**src/rtl/mapper_ctrl_if.sv**
```systemverilog
// Handshake and mapper-facing bus of the frame scheduler in front of the parallel symbol mapper.
// The slave side is the scheduler; the master side is whatever feeds config/bits and consumes the mapper strobes.
interface mapper_ctrl_if #(
  parameter int PHASES = 16,
  parameter int WIDTH  = 3,
  parameter int CNT_W  = 16
);
  logic                      cfg_valid_i;
  logic                      cfg_ready_o;
  logic [1:0]                cfg_mod_i;
  logic [CNT_W-1:0]          cfg_nsym_i;
  logic                      bits_valid_i;
  logic                      bits_ready_o;
  logic [PHASES*WIDTH-1:0]   bits_i_i;
  logic [PHASES*WIDTH-1:0]   bits_q_i;
  logic                      flush_i;
  logic                      map_enable_o;
  logic [1:0]                map_mod_o;
  logic [PHASES*WIDTH-1:0]   map_data_i_o;
  logic [PHASES*WIDTH-1:0]   map_data_q_o;
  logic                      out_valid_o;
  logic                      out_last_o;
  logic                      busy_o;
  logic                      err_cfg_o;

  modport slave (
    input  cfg_valid_i, cfg_mod_i, cfg_nsym_i, bits_valid_i, bits_i_i, bits_q_i, flush_i,
    output cfg_ready_o, bits_ready_o, map_enable_o, map_mod_o, map_data_i_o, map_data_q_o,
           out_valid_o, out_last_o, busy_o, err_cfg_o
  );

  modport master (
    output cfg_valid_i, cfg_mod_i, cfg_nsym_i, bits_valid_i, bits_i_i, bits_q_i, flush_i,
    input  cfg_ready_o, bits_ready_o, map_enable_o, map_mod_o, map_data_i_o, map_data_q_o,
           out_valid_o, out_last_o, busy_o, err_cfg_o
  );
endinterface

```
**src/rtl/mapper_ctrl.sv**
```systemverilog
// Frame scheduler for the parallel symbol mapper: accepts per-frame config, streams I/Q bit words,
// and only switches the mapper's modulation once every in-flight word has left the mapper pipeline.
module mapper_ctrl #(
  parameter int PHASES = 16,
  parameter int WIDTH  = 3,
  parameter int LAT    = 3,
  parameter int CNT_W  = 16
) (
  input  logic          clk_i,
  input  logic          rst_i,
  mapper_ctrl_if.slave  bus
);
  localparam int DW = PHASES * WIDTH;

  localparam logic [1:0] S_IDLE   = 2'd0;
  localparam logic [1:0] S_DRAIN  = 2'd1;
  localparam logic [1:0] S_STREAM = 2'd2;

  logic [1:0]       state_q, state_d;
  logic [CNT_W-1:0] cnt_q, cnt_d;
  logic [1:0]       pend_q, pend_d;
  logic [1:0]       mod_q, mod_d;
  logic [DW-1:0]    di_q, di_d;
  logic [DW-1:0]    dq_q, dq_d;
  logic             en_q, en_d;
  logic             err_q, err_d;
  logic [LAT:0]     vsh_q, vsh_d;
  logic [LAT:0]     lsh_q, lsh_d;
  logic             bits_hs;
  logic             cfg_bad;

  assign bits_hs = bus.bits_valid_i && (state_q == S_STREAM) && !bus.flush_i;
  assign cfg_bad = (bus.cfg_mod_i == 2'b01) || (bus.cfg_nsym_i == '0);

  always_comb begin
    state_d = state_q;
    cnt_d   = cnt_q;
    pend_d  = pend_q;
    mod_d   = mod_q;
    di_d    = di_q;
    dq_d    = dq_q;
    en_d    = 1'b0;
    err_d   = 1'b0;
    if (bus.flush_i) begin
      state_d = S_IDLE;
      cnt_d   = '0;
    end else begin
      case (state_q)
        S_IDLE: begin
          if (bus.cfg_valid_i) begin
            if (cfg_bad) begin
              err_d = 1'b1;
            end else begin
              pend_d  = bus.cfg_mod_i;
              cnt_d   = bus.cfg_nsym_i;
              state_d = (bus.cfg_mod_i == mod_q) ? S_STREAM : S_DRAIN;
            end
          end
        end
        // The mapper select may only move once nothing is left in its pipeline.
        S_DRAIN: begin
          if (vsh_q == '0) begin
            mod_d   = pend_q;
            state_d = S_STREAM;
          end
        end
        S_STREAM: begin
          if (bits_hs) begin
            en_d  = 1'b1;
            di_d  = bus.bits_i_i;
            dq_d  = bus.bits_q_i;
            cnt_d = cnt_q - CNT_W'(1);
            if (cnt_q == CNT_W'(1)) state_d = S_IDLE;
          end
        end
        default: state_d = S_IDLE;
      endcase
    end
    // Valid and last tags ride alongside the mapper latency.
    vsh_d = {vsh_q[LAT-1:0], bits_hs};
    lsh_d = {lsh_q[LAT-1:0], bits_hs && (cnt_q == CNT_W'(1))};
  end

  always_ff @(posedge clk_i or negedge rst_i) begin
    if (!rst_i) begin
      state_q <= S_IDLE;
      cnt_q   <= '0;
      pend_q  <= '0;
      mod_q   <= '0;
      di_q    <= '0;
      dq_q    <= '0;
      en_q    <= 1'b0;
      err_q   <= 1'b0;
      vsh_q   <= '0;
      lsh_q   <= '0;
    end else begin
      state_q <= state_d;
      cnt_q   <= cnt_d;
      pend_q  <= pend_d;
      mod_q   <= mod_d;
      di_q    <= di_d;
      dq_q    <= dq_d;
      en_q    <= en_d;
      err_q   <= err_d;
      vsh_q   <= vsh_d;
      lsh_q   <= lsh_d;
    end
  end

  assign bus.cfg_ready_o  = (state_q == S_IDLE);
  assign bus.bits_ready_o = (state_q == S_STREAM);
  assign bus.map_enable_o = en_q;
  assign bus.map_mod_o    = mod_q;
  assign bus.map_data_i_o = di_q;
  assign bus.map_data_q_o = dq_q;
  assign bus.out_valid_o  = vsh_q[LAT];
  assign bus.out_last_o   = lsh_q[LAT];
  assign bus.busy_o       = (state_q != S_IDLE) || (|vsh_q);
  assign bus.err_cfg_o    = err_q;
endmodule

```
**src/flat_wrapper.sv**
```systemverilog
// flat-port wrapper written by rule: the top's interface ports become plain ports
module mapper_ctrl_flat 
#(
  parameter int PHASES = 16,
  parameter int WIDTH  = 3,
  parameter int LAT    = 3,
  parameter int CNT_W  = 16
)
  (clk_i, rst_i, bus_cfg_valid_i, bus_cfg_mod_i, bus_cfg_nsym_i, bus_bits_valid_i, bus_bits_i_i, bus_bits_q_i, bus_flush_i, bus_cfg_ready_o, bus_bits_ready_o, bus_map_enable_o, bus_map_mod_o, bus_map_data_i_o, bus_map_data_q_o, bus_out_valid_o, bus_out_last_o, bus_busy_o, bus_err_cfg_o);
  mapper_ctrl_if #(.PHASES(PHASES), .WIDTH(WIDTH), .CNT_W(CNT_W)) bus_i ();
  input  logic clk_i;
  input  logic rst_i;
  input wire logic [$bits(bus_i.cfg_valid_i)-1:0] bus_cfg_valid_i;
  input wire logic [$bits(bus_i.cfg_mod_i)-1:0] bus_cfg_mod_i;
  input wire logic [$bits(bus_i.cfg_nsym_i)-1:0] bus_cfg_nsym_i;
  input wire logic [$bits(bus_i.bits_valid_i)-1:0] bus_bits_valid_i;
  input wire logic [$bits(bus_i.bits_i_i)-1:0] bus_bits_i_i;
  input wire logic [$bits(bus_i.bits_q_i)-1:0] bus_bits_q_i;
  input wire logic [$bits(bus_i.flush_i)-1:0] bus_flush_i;
  output wire logic [$bits(bus_i.cfg_ready_o)-1:0] bus_cfg_ready_o;
  output wire logic [$bits(bus_i.bits_ready_o)-1:0] bus_bits_ready_o;
  output wire logic [$bits(bus_i.map_enable_o)-1:0] bus_map_enable_o;
  output wire logic [$bits(bus_i.map_mod_o)-1:0] bus_map_mod_o;
  output wire logic [$bits(bus_i.map_data_i_o)-1:0] bus_map_data_i_o;
  output wire logic [$bits(bus_i.map_data_q_o)-1:0] bus_map_data_q_o;
  output wire logic [$bits(bus_i.out_valid_o)-1:0] bus_out_valid_o;
  output wire logic [$bits(bus_i.out_last_o)-1:0] bus_out_last_o;
  output wire logic [$bits(bus_i.busy_o)-1:0] bus_busy_o;
  output wire logic [$bits(bus_i.err_cfg_o)-1:0] bus_err_cfg_o;
  assign bus_i.cfg_valid_i = bus_cfg_valid_i;
  assign bus_i.cfg_mod_i = bus_cfg_mod_i;
  assign bus_i.cfg_nsym_i = bus_cfg_nsym_i;
  assign bus_i.bits_valid_i = bus_bits_valid_i;
  assign bus_i.bits_i_i = bus_bits_i_i;
  assign bus_i.bits_q_i = bus_bits_q_i;
  assign bus_i.flush_i = bus_flush_i;
  assign bus_cfg_ready_o = bus_i.cfg_ready_o;
  assign bus_bits_ready_o = bus_i.bits_ready_o;
  assign bus_map_enable_o = bus_i.map_enable_o;
  assign bus_map_mod_o = bus_i.map_mod_o;
  assign bus_map_data_i_o = bus_i.map_data_i_o;
  assign bus_map_data_q_o = bus_i.map_data_q_o;
  assign bus_out_valid_o = bus_i.out_valid_o;
  assign bus_out_last_o = bus_i.out_last_o;
  assign bus_busy_o = bus_i.busy_o;
  assign bus_err_cfg_o = bus_i.err_cfg_o;
  mapper_ctrl #(.PHASES(PHASES), .WIDTH(WIDTH), .LAT(LAT), .CNT_W(CNT_W)) u_core (.clk_i(clk_i), .rst_i(rst_i), .bus(bus_i));
endmodule
```
**config.mk**
```make
export PLATFORM = sky130hd
export DESIGN_NAME = mapper_ctrl_flat
export DESIGN_NICKNAME = d
export VERILOG_FILES = /design/src/rtl/mapper_ctrl_if.sv /design/src/rtl/mapper_ctrl.sv /design/src/flat_wrapper.sv
export SDC_FILE = /design/constraint.sdc
export NUM_CORES = 1
export LEC_CHECK = 0
export CAP_MARGIN = 25
export CORE_ASPECT_RATIO = 0.7
export CORE_MARGIN = 2
export CORE_UTILIZATION = 43
export CTS_CLUSTER_SIZE = 10
export DETAILED_ROUTE_END_ITERATION = 7
export HOLD_SLACK_MARGIN = 0.02
export PLACE_DENSITY = 0.85
export RECOVER_POWER = 25
export SETUP_SLACK_MARGIN = 0.3
export SYNTH_ARGS = -nofsm -noshare
export SYNTH_HDL_FRONTEND = slang
export SYNTH_SLANG_ARGS = --single-unit
```
**constraint.sdc**
```tcl
create_clock -name clk_i -period 2.9 [get_ports clk_i]
set_clock_uncertainty 0.15 [all_clocks]
set_input_delay 0.58 -clock clk_i [delete_from_list [all_inputs] [get_ports clk_i]]
set_output_delay 0.58 -clock clk_i [all_outputs]
set_load 0.02 [all_outputs]
```
==> implementation parameters <==
Parameter                              Value

Outcome
  Result of the run    completed

Synthesis
  Top cell type's share of synthesized area    60.9%
  Proportion of synthesized flip-flops having asynchronous set or reset    100%
  Cell types occupying the most area after synthesis    sky130_fd_sc_hd__dfrtp_1, sky130_fd_sc_hd__mux2_1, sky130_fd_sc_hd__a21oi_1
  Portion of the post-synthesis area used by sequential elements    60.9%
  Number of synthesized register bits    128
  Commonest cells in the netlist    sky130_fd_sc_hd__dfrtp_1, sky130_fd_sc_hd__mux2_1, sky130_fd_sc_hd__a21oi_1
  Area leader, netlist    sky130_fd_sc_hd__dfrtp_1
  Netlist cell types    48
  Mapped Avg Cell Area    ~13 µm²
  Combined area of all synthesized cells    0.00526 mm²
  Syn. warnings    0
  Synth Instances    around 400
  Number of enable-type register cells in the synthesized netlist    0
  Library cell with the highest instance count after synthesis    sky130_fd_sc_hd__dfrtp_1
  Number of nets produced by synthesis    513
  Main flop type after synthesis    sky130_fd_sc_hd__dfrtp_1

Place
  Place WS    -0.0163 ns
  Placed wire-length estimate after detailed placement    10.4 mm
  Placed cell count    roughly 770
  Final estimated routing congestion in global placement    0.909
  Number of input and output port buffers inserted    223
  Standard cell area after detailed placement    0.00778 mm²

Worst setup path
  Worst Path Max Fanout    7
  R2r startpoint    u_core.cnt_q[11]
  R2r setup slk    about 0.52 ns
  Required time reported for the critical path endpoint    3.04 ns
  Critical R2R Capture    u_core.cnt_q[15]
  Startpoint type of the worst setup path    primary input
  Type of the setup path with the least slack    in -> reg
  Critical path capture point type    flop
  Arrival time worst endpoint    2.63 ns
  Path depth of the worst reg2reg path    5

Final layout
  Final Instance Count excl. Fillers    801
  Inserted Diodes    0
  Total non-filler cell area in the finished layout    0.00847 mm²
  Final core utilization    71.7%
  Area Growth Syn to Fin    60.9%
  Number of nets in the final layout    between 700 and 800
  Share of layout cells above drive strength 1    a little under a tenth

Global routing
  Largest net degree at the start of global routing    64
  Total routing resource utilization after global routing    21.6%
  Initial antenna violation count    0
  Grt ovf    0
  Number of global-route vias before repair    4312
  First-pass GRT wire length    ~22 mm

Drt
  Routed WL    14.1 mm
  Total via count after detailed routing    4134
  Vias per Instance    5.16
  ANT nets after route    0
  Number of detailed-routing iterations run before antenna repair    6
  Wire length per cell    around 18 µm
  Initial DRC Count    182
  Post-route DRC violation count    0

Hold path
  Hold Path Origin    u_core.lsh_q[0]
  Worst min-delay path class    reg -> reg
  Destination of the worst hold path    u_core.lsh_q[1]
  Cell count of the worst hold path    0

STA
  Final-layout setup total negative slack    0 ns
  Setup repair after global routing missed its margin    no
  Final setup viols    0
  Max transition margin    between 30 and 40%
  Actual slew at the worst max-slew pin    1.00 ns
  Maximum achievable frequency    402 MHz
  Pins over their slew limit    0
  Period utilisation layout    between 80% and 90%
  Post-route worst hold slack    0.200 ns
  Endpoints failing hold    0
  Post-route minimum period    roughly 2.5 ns
  Final setup slack of the worst path    0.414 ns

Pwr
  Max IR drop VDD    around 0.57 mV
  Static leakage power    3.60 nW
  PwrDens    1120 mW/mm²
  Power Total    9.48 mW

CTS
  Worst skew pair latency    0.40 ns
  Clock net sink count    around 130
  Number of buffers created by CTS    17
  Max Buffers Root-to-Sink    2
  Clock transition at the registers of the reported paths    0.06 ns
  Number of levels the H-tree was split into    4
  TritonCTS clock tree    done
  Clock root buffer    sky130_fd_sc_hd__clkbuf_16

Floorplanning
  Chip width    136 µm
  Floorplan die height    96.6 µm
  Area of the core    0.0118 mm²
  Die area    0.0132 mm²
  Io pins    224
  Initial core utilization    between 40% and 50%
  Standard-cell rows    33

Job
  Count of max-cap constraint violations    0
==> where the power goes <==
part / total (mW) / switching [mW] / internal [mW]
clock network: 2.34 / 0.765 / 1.58
registers: 3.01 / 0.449 / 2.56
logic: 4.13 / 2.06 / 2.07
==> state kept, by name, summed over array words and instances (netlist names) <==
name and count:
u_core.bus.map_data_q_o 48, u_core.cnt_q 16, u_core.bus.map_enable_o 1, u_core.bus.err_cfg_o 1, u_core.bus.map_data_i_o 48, u_core.lsh_q 4
u_core.state_q 2, u_core.vsh_q 4, u_core.pend_q 2, u_core.bus.map_mod_o 2
==> cell usage in the layout, fill, tap and decap left out, types with 2 or more instances in the layout <==
cell,instances
sky130_fd_sc_hd__ha_1,2
sky130_fd_sc_hd__nand3_1,3
sky130_fd_sc_hd__dfrtp_1,128
sky130_fd_sc_hd__clkbuf_8,2
sky130_fd_sc_hd__bufinv_16,5
sky130_fd_sc_hd__nand2b_1,8
sky130_fd_sc_hd__nor4_2,3
sky130_fd_sc_hd__a211o_1,2
sky130_fd_sc_hd__nor4_1,8
sky130_fd_sc_hd__nand2_1,18
sky130_fd_sc_hd__nor2_1,12
sky130_fd_sc_hd__inv_1,3
sky130_fd_sc_hd__clkinv_4,4
sky130_fd_sc_hd__o32ai_1,3
sky130_fd_sc_hd__mux2_1,100
sky130_fd_sc_hd__dlygate4sd2_1,2
sky130_fd_sc_hd__clkinvlp_4,3
sky130_fd_sc_hd__o21ai_0,3
sky130_fd_sc_hd__a31oi_1,3
sky130_fd_sc_hd__nand4_1,3
sky130_fd_sc_hd__and2_1,2
sky130_fd_sc_hd__o21ai_1,9
sky130_fd_sc_hd__buf_12,4
sky130_fd_sc_hd__or2_2,3
sky130_fd_sc_hd__nor2b_1,2
sky130_fd_sc_hd__xor2_1,3
sky130_fd_sc_hd__o31ai_1,4
sky130_fd_sc_hd__a21oi_1,20
sky130_fd_sc_hd__buf_4,12
sky130_fd_sc_hd__clkdlybuf4s50_1,220
sky130_fd_sc_hd__nor3_1,4
sky130_fd_sc_hd__clkbuf_16,17
sky130_fd_sc_hd__nor3b_1,2
sky130_fd_sc_hd__a211oi_1,2
==> worst max-delay path by stage <==
| stage | end | slack, ns | startpoint |
|---|---|---|---|
| after global placement | u_core.cnt_q[12] | -0.005 | bus_cfg_nsym_i[11] |
| after detailed placement | u_core.cnt_q[0] | -0.02 | bus_cfg_nsym_i[11] |
| after CTS | bus_cfg_ready_o | 0.36 | u_core.state_q[1] |
| final | u_core.cnt_q[0] | 0.41 | bus_cfg_nsym_i[11] |
| after global routing | u_core.cnt_q[12] | 0.34 | bus_cfg_nsym_i[11] |
| after floorplan | u_core.cnt_q[15] | 0.69 | u_core.cnt_q[11] |
==> critical path, stage by stage <==
cell and delay [ns]:
sky130_fd_sc_hd__clkdlybuf4s50_1 0.45, sky130_fd_sc_hd__nor4_2 0.39, sky130_fd_sc_hd__buf_4 0.17, sky130_fd_sc_hd__a41oi_1 0.14
sky130_fd_sc_hd__a32oi_1 0.33, sky130_fd_sc_hd__buf_4 0.21, sky130_fd_sc_hd__a21oi_1 0.04, sky130_fd_sc_hd__a221oi_1 0.31
==> logic make-up (layout without fill, tap and decap cells) <==
group / after synthesis / in the layout / share of synthesized area (%)
flip-flops: 128 / 128 / 60.9
multiplexers: 101 / 101 / 21.6
AND/OR/NAND/NOR: 79 / 79 / 8.23
AO/OA/AOI/OAI: 54 / 54 / 6.40
buffers and inverters: 24 / 276 / 1.78
XOR/XNOR: 4 / 4 / 0.666
adder cells (fa/ha/maj): 2 / 2 / 0.475
==> what timing repair did <==
action                                 4_1_cts  5_1_grt
buffers inserted                             0        0
hold buffers                                 1        0
gates cloned                                 0        0
setup endpoints to repair                    2        4
gates resized for setup                      3        2
endpoints found under the hold margin       28        0
==> layout make-up <==
| class | count | area (µm²) |
|---|---|---|
| Sequential cell | 128 | 3200 |
| Inverter | 4 | 15.0 |
| Fill cell | 818 | 3340 |
| Multi-Input combinational cell | 240 | 1980 |
| Clock buffer | 20 | 457 |
| Clock inverter | 12 | 208 |
| Timing Repair Buffer | 240 | 2400 |
| Tap cell | 157 | 196 |
==> routing by layer <==
layer | vias up | track usage, % | wire length, µm
li1 | 1893 | - | -
met1 | 2027 | 25.3 | 5550
met2 | 203 | 37.7 | 6960
met3 | 11 | 7.46 | 1430
met4 | 0 | 7.03 | 157
met5 | - | 0 | 0
(Power assumes the default switching activity.)
